===== src/rtl/power_emu_csr_if.sv =====
// Host memory-mapped slave bus for the power-emulation register front end.
// The host side drives the request fields; the register block returns registered read data.
interface power_emu_csr_if #(
    parameter int ADDR_W = 5
);
    logic              s_read;
    logic              s_write;
    logic [ADDR_W-1:0] s_addr;
    logic [31:0]       s_wdata;
    logic [31:0]       s_rdata;
    logic              s_rvalid;

    modport master (
        output s_read, s_write, s_addr, s_wdata,
        input  s_rdata, s_rvalid
    );

    modport slave (
        input  s_read, s_write, s_addr, s_wdata,
        output s_rdata, s_rvalid
    );
endinterface


===== src/rtl/power_emu_csr.sv =====
// Register front end for NUM_CH power-emulation channels: run/finish control,
// live and shadow result capture, tear-free LO/HI reads, sample counters and scratch.
module power_emu_csr #(
    parameter int NUM_CH = 4,
    parameter int RES_W  = 36,
    parameter int ADDR_W = 5
) (
    input  logic                    clk,
    input  logic                    reset,
    power_emu_csr_if.slave          s,
    output logic [NUM_CH-1:0]       ch_start,
    output logic [NUM_CH-1:0]       ch_fin,
    input  logic [NUM_CH*RES_W-1:0] ch_result,
    input  logic [NUM_CH-1:0]       ch_valid
);
    localparam int HOLD_W = RES_W - 32;

    logic [NUM_CH-1:0] r_run;
    logic              r_auto;
    logic [NUM_CH-1:0] r_fin;
    logic [NUM_CH-1:0] r_fresh;
    logic [31:0]       r_snapcnt;
    logic [31:0]       r_rdata;
    logic              r_rvalid;
    logic [RES_W-1:0]  r_live   [NUM_CH];
    logic [RES_W-1:0]  r_shadow [NUM_CH];
    logic [HOLD_W-1:0] r_hold   [NUM_CH];
    logic [31:0]       r_cnt    [NUM_CH];
    logic [31:0]       r_scr    [NUM_CH];

    logic [31:0]       w_addr;
    logic [31:0]       w_rdata;
    logic              w_wr_ctrl;
    logic              w_wr_fin;
    logic              w_wr_snap;
    logic [NUM_CH-1:0] w_rd_lo;
    logic [NUM_CH-1:0] w_wr_scr;
    logic [NUM_CH-1:0] w_auto_ld;
    logic [NUM_CH-1:0] w_run_rise;
    logic [RES_W-1:0]  w_res [NUM_CH];

    assign ch_start   = r_run;
    assign ch_fin     = r_fin;
    assign s.s_rdata  = r_rdata;
    assign s.s_rvalid = r_rvalid;

    always_comb begin
        w_addr    = 32'(s.s_addr);
        w_wr_ctrl = s.s_write && (w_addr == 32'd0);
        w_wr_fin  = s.s_write && (w_addr == 32'd1);
        w_wr_snap = s.s_write && (w_addr == 32'd3);
        w_rd_lo   = '0;
        w_wr_scr  = '0;
        w_rdata   = '0;
        case (w_addr)
            32'd0: begin
                w_rdata[NUM_CH-1:0] = r_run;
                w_rdata[31]         = r_auto;
            end
            32'd2:   w_rdata = 32'(r_fresh);
            32'd3:   w_rdata = r_snapcnt;
            32'd4:   w_rdata = {8'hE5, 8'd0, 8'(NUM_CH), 8'(RES_W)};
            default: w_rdata = '0;
        endcase
        // Per-channel window at 8+4c; the read mux always sees pre-write state.
        for (int unsigned c = 0; c < NUM_CH; c++) begin
            if (w_addr == 8 + 4*c) begin
                w_rdata    = r_shadow[c][31:0];
                w_rd_lo[c] = s.s_read;
            end
            if (w_addr == 9 + 4*c)  w_rdata = 32'(r_hold[c]);
            if (w_addr == 10 + 4*c) w_rdata = r_cnt[c];
            if (w_addr == 11 + 4*c) begin
                w_rdata     = r_scr[c];
                w_wr_scr[c] = s.s_write;
            end
        end
    end

    always_comb begin
        for (int unsigned c = 0; c < NUM_CH; c++) begin
            w_res[c]      = ch_result[c*RES_W +: RES_W];
            w_auto_ld[c]  = r_auto && ch_valid[c];
            w_run_rise[c] = w_wr_ctrl && s.s_wdata[c] && !r_run[c];
        end
    end

    always_ff @(posedge clk) begin
        if (reset) begin
            r_run     <= '0;
            r_auto    <= 1'b0;
            r_fin     <= '0;
            r_fresh   <= '0;
            r_snapcnt <= '0;
            r_rdata   <= '0;
            r_rvalid  <= 1'b0;
            for (int unsigned c = 0; c < NUM_CH; c++) begin
                r_live[c]   <= '0;
                r_shadow[c] <= '0;
                r_hold[c]   <= '0;
                r_cnt[c]    <= '0;
                r_scr[c]    <= '0;
            end
        end else begin
            r_rvalid <= s.s_read;
            if (s.s_read) r_rdata <= w_rdata;
            if (w_wr_ctrl) begin
                r_run  <= s.s_wdata[NUM_CH-1:0];
                r_auto <= s.s_wdata[31];
            end
            r_fin <= w_wr_fin ? s.s_wdata[NUM_CH-1:0] : '0;
            if (w_wr_snap) r_snapcnt <= r_snapcnt + 32'd1;
            for (int unsigned c = 0; c < NUM_CH; c++) begin
                if (ch_valid[c]) r_live[c] <= w_res[c];
                if (w_auto_ld[c])   r_shadow[c] <= w_res[c];
                else if (w_wr_snap) r_shadow[c] <= r_live[c];
                if (w_rd_lo[c]) r_hold[c] <= r_shadow[c][RES_W-1:32];
                // A shadow load in the same cycle as a LO read keeps the flag set.
                if (w_auto_ld[c] || w_wr_snap) r_fresh[c] <= 1'b1;
                else if (w_rd_lo[c])           r_fresh[c] <= 1'b0;
                if (w_run_rise[c])
                    r_cnt[c] <= '0;
                else if (ch_valid[c] && r_run[c] && (r_cnt[c] != '1))
                    r_cnt[c] <= r_cnt[c] + 32'd1;
                if (w_wr_scr[c]) r_scr[c] <= s.s_wdata;
            end
        end
    end
endmodule

===== src/flat_wrapper.sv =====
// flat-port wrapper written by rule: the top's interface ports become plain ports
module power_emu_csr_flat 
#(
    parameter int NUM_CH = 4,
    parameter int RES_W  = 36,
    parameter int ADDR_W = 5
)
  (clk, reset, ch_start, ch_fin, ch_result, ch_valid, s_s_read, s_s_write, s_s_addr, s_s_wdata, s_s_rdata, s_s_rvalid);
  power_emu_csr_if #(.ADDR_W(ADDR_W)) s_i ();
  input  logic clk;
  input  logic reset;
  output logic [NUM_CH-1:0] ch_start;
  output logic [NUM_CH-1:0] ch_fin;
  input  logic [NUM_CH*RES_W-1:0] ch_result;
  input  logic [NUM_CH-1:0] ch_valid;
  input wire logic [$bits(s_i.s_read)-1:0] s_s_read;
  input wire logic [$bits(s_i.s_write)-1:0] s_s_write;
  input wire logic [$bits(s_i.s_addr)-1:0] s_s_addr;
  input wire logic [$bits(s_i.s_wdata)-1:0] s_s_wdata;
  output wire logic [$bits(s_i.s_rdata)-1:0] s_s_rdata;
  output wire logic [$bits(s_i.s_rvalid)-1:0] s_s_rvalid;
  assign s_i.s_read = s_s_read;
  assign s_i.s_write = s_s_write;
  assign s_i.s_addr = s_s_addr;
  assign s_i.s_wdata = s_s_wdata;
  assign s_s_rdata = s_i.s_rdata;
  assign s_s_rvalid = s_i.s_rvalid;
  power_emu_csr #(.NUM_CH(NUM_CH), .RES_W(RES_W), .ADDR_W(ADDR_W)) u_core (.clk(clk), .reset(reset), .s(s_i), .ch_start(ch_start), .ch_fin(ch_fin), .ch_result(ch_result), .ch_valid(ch_valid));
endmodule

===== config.mk =====
export PLATFORM = sky130hd
export DESIGN_NAME = power_emu_csr_flat
export DESIGN_NICKNAME = d
export VERILOG_FILES = /design/src/rtl/power_emu_csr_if.sv /design/src/rtl/power_emu_csr.sv /design/src/flat_wrapper.sv
export SDC_FILE = /design/constraint.sdc
export NUM_CORES = 1
export LEC_CHECK = 0
export ABC_AREA = 1
export BUFFER_PORTS_ARGS = -buffer_cell sky130_fd_sc_hd__buf_2
export CAP_MARGIN = 15
export CORE_MARGIN = 3
export CORE_UTILIZATION = 48
export CTS_BUF_LIST = sky130_fd_sc_hd__clkbuf_4 sky130_fd_sc_hd__clkbuf_8 sky130_fd_sc_hd__clkbuf_16
export DETAILED_ROUTE_END_ITERATION = 8
export PLACE_DENSITY = 0.66
export SLEW_MARGIN = 20
export SYNTH_ARGS = -nofsm -noshare
export SYNTH_HDL_FRONTEND = slang
export SYNTH_SLANG_ARGS = --single-unit
export TNS_END_PERCENT = 30

===== constraint.sdc =====
create_clock -name clk -period 12.5 [get_ports clk]
set_clock_uncertainty 0.2 [all_clocks]
set_input_delay 1.25 -clock clk [delete_from_list [all_inputs] [get_ports clk]]
set_output_delay 1.25 -clock clk [all_outputs]
set_load 0.1 [all_outputs]

==> parameters.txt <==
Parameter                              Value

Worst hold path
  Hold crit path type    reg2reg

Timing
  Relative max-transition margin    28.7%
  Final-report hold violation count    0
  Fin. max-slew vios    0
  Fin crit share    35.4%
  Achievable Freq    226 MHz
  Final-report setup violation count    0
  Final setup margin    8.07 ns
  Period minus WS final    4.43 ns
  Slew of the pin with the lowest slew margin    1.06 ns
  Accumulated negative setup slack    0 ns
  Unrepaired setup endpoints after global routing    no

Routing
  Antenna Nets Post-Route    0
  Iteration-0 DRC count of the detailed router    3418
  Number of design rule violations left after detail routing    0
  Number of vias after detailed routing    25219
  Routed length per instance    21.0 um
  Post-Route WL    96100 um
  Number of vias per cell    5.50
  Drt first pass iters    5

Cells and area
  Nets    3877
  Finished layout cell area    35500 um2
  Diodes inserted    0
  Share of layout cells above drive strength 1    13.2%
  Final core utilization    55.8%
  Area growth, synth to finish    13.9%
  Total area of multi-input combinational cells    10300 um2
  Fillcell total    5752
  Sequential cell area    18400 um2

Synthesis
  YS warnings    0
  Post-synth cell types    48
  Main area contributors after synthesis    sky130_fd_sc_hd__edfxtp_1, sky130_fd_sc_hd__nand2_1, sky130_fd_sc_hd__nor2_1
  Post-Syn Nets    3683
  Combinational family with the most area after synthesis    simple AND/OR/NAND/NOR gates
  Share of async-settable or async-resettable flops after synthesis    0%
  Average cell area after synthesis    8.93 um2
  Ys flop type    sky130_fd_sc_hd__edfxtp_1
  Most used standard cells in the synthesized netlist    sky130_fd_sc_hd__nand2_1, sky130_fd_sc_hd__nor2_1, sky130_fd_sc_hd__edfxtp_1
  Post-Syn Instances    3489
  EDFF count, synth    560
  Post-synthesis cell type with the largest combined area    sky130_fd_sc_hd__edfxtp_1
  Share of synthesized area spent on multiplexers    0%
  Simple-Gate Fraction of Synth Area    23.1%
  Adder-cell share of the synthesized area    0.201%
  Syn Std Cell Area    31200 um2
  Count leader, synth    sky130_fd_sc_hd__nand2_1
  Sequential share of the synthesized area    59.0%
  Xor/xnor share of the synthesized area    1.46%
  Number of synthesized register bits    638
  Compound-Gate Fraction of Synth Area    8.06%
  Proportion of netlist area held by the largest area contributor    53.9%

Clocking
  CTS H-tree lvls    3
  Number of instances resized during post-cts repair    0
  Longest Clk Path Bufs    3
  CTS hold repair buffers    0
  CTS tree    built
  Clock transition at the registers of the reported paths    0.05 ns
  Num CTS Buffers    71
  Post-CTS setup repair buffer count    0
  Root cell of the clock tree    sky130_fd_sc_hd__clkbuf_16
  Clock tree sinks    638
  Insertion delay of the later-clocked pin in the worst-skew pair    0.61 ns

Placed design
  Count of buffers from port buffering    229
  Area post-placement    33200 um2
  Final Wtd Congestion    0.954
  Dpl ws    7.39 ns
  Post-detailed-placement half-perimeter wirelength    68600 um

Global routing
  Initial antenna violation count    7
  Largest net degree at the start of global routing    73
  Total global routing overflow    0
  Vias in the first global route    23003
  Global-route usage over all layers    28.1%
  Wire length of the first global-routing pass    143000 um

Power
  Largest vdd supply drop    0.0927 mV
  Power density over the cells    137 nW/um2
  Static Leak    15.2 nW

Worst setup path
  Data required time of the critical path    12.56 ns
  Crit path DAT    4.48 ns
  Critical Path Fanout Max    43
  Worst Setup Start Kind    input port
  Kind of capture point of the worst setup path    register
  Class of the most critical setup path    in2reg

Die
  Initial cell density of the core    49.0%
  Die width    261 um
  Io pins    230
  Overall die area    68000 um2
  Die Span Y    261 um
  Floorplan core area    63700 um2
  Floorplan row count    92

Job
  Max-cap viol count    0

Outcome
  Result of the run    finished clean
-- cell type report --
type | count | area share [%]
timing repair buffer | 272 | 4.19
clock inverter | 28 | 0.525
inverter | 524 | 5.54
tap | 846 | 2.98
sequential | 638 | 51.7
multi-input combinational | 2176 | 29.1
clock buffer | 98 | 5.94
-- cell usage in the layout (no fill, tap or decap), drive strengths merged, types with 5 or more instances in the layout --
cell and count:
xor2 41, nor2 580, edfxtp 560, nand2 608
nor3b 40, clkbuf 98, or2 51, o211ai 13
dfxtp 78, clkinv 27, nand4 67, nor3 106
nand3 128, nand3b 24, o21ai 205, ha 5
xnor2 11, nor4 31, buf 272, a21oi 238
inv 521
-- sequential cells by signal, indices dropped and copies added (netlist names) --
register	flops
u_core.r_fresh	4
u_core.r_hold	16
u_core.s.s_rvalid	1
u_core.r_shadow	144
u_core.r_snapcnt	32
u_core.ch_fin	4
u_core.r_cnt	128
u_core.s.s_rdata	32
u_core.ch_start	4
u_core.r_auto	1
u_core.r_live	144
u_core.r_scr	128
-- power breakdown --
part | internal (mW) | total, mW | switching, mW | leakage (nW)
sequential | 2.42 | 2.48 | 0.0575 | 6.38
clock | 1.20 | 2.05 | 0.849 | 1.15
combinational | 0.0770 | 0.321 | 0.244 | 7.64
total | 3.70 | 4.85 | 1.15 | 15.2
-- worst paths after layout --
kind	start	to	slack (ns)	cells past startpoint
worst min-delay path	u_core.s.s_rdata[29]	u_core.s.s_rdata[29]	0.26	2
worst min register to register	u_core.s.s_rdata[29]	u_core.s.s_rdata[29]	0.26	2
worst max register to register	u_core.r_cnt[2][0]	u_core.r_cnt[2][2]	8.95	13
worst max-delay path	s_s_addr[3]	u_core.r_shadow[0][95]	8.07	10
-- kinds of logic after synthesis --
family	after synthesis
AOI/OAI and AO/OA	479
and+or+nand+nor	1640
xor gates and xnor gates	52
adders and majority gates	5
buffers and inverters	675
DFF	638
-- worst max-delay path, stage by stage --
cell	delay, ns
sky130_fd_sc_hd__buf_2	0.12
sky130_fd_sc_hd__nor2_1	0.60
sky130_fd_sc_hd__nand2_4	0.31
sky130_fd_sc_hd__nor2_8	0.66
sky130_fd_sc_hd__inv_2	0.31
sky130_fd_sc_hd__nand2_1	0.12
sky130_fd_sc_hd__nand2_1	0.05
sky130_fd_sc_hd__buf_4	0.27
sky130_fd_sc_hd__nand2_1	0.31
sky130_fd_sc_hd__buf_4	0.42
-- layer usage --
layer / track usage (%) / routed length (um) / vias to the layer above / part of all wire [%]
li1: - / - / 11897 / -
met1: 42.4 / 41300 / 11938 / 43
met2: 40.5 / 41300 / 1234 / 43
met3: 5.65 / 10600 / 146 / 11
met4: 8.89 / 2900 / 4 / 3.0
met5: 0 / 30 / - / 0.031
-- stage by stage --
stage / std cells / hold slack [ns] / power [mW]
2_1_floorplan: 3489 / 0.245 / 2.69
3_3_place_gp: 4455 / 0.255 / 2.83
3_5_place_dp: 4455 / 0.254 / 2.84
4_1_cts: 4581 / 0.262 / 4.87
5_1_grt: 4582 / 0.280 / 5.00
6_report: 4582 / 0.261 / 4.85
(Power assumes the default switching activity.)
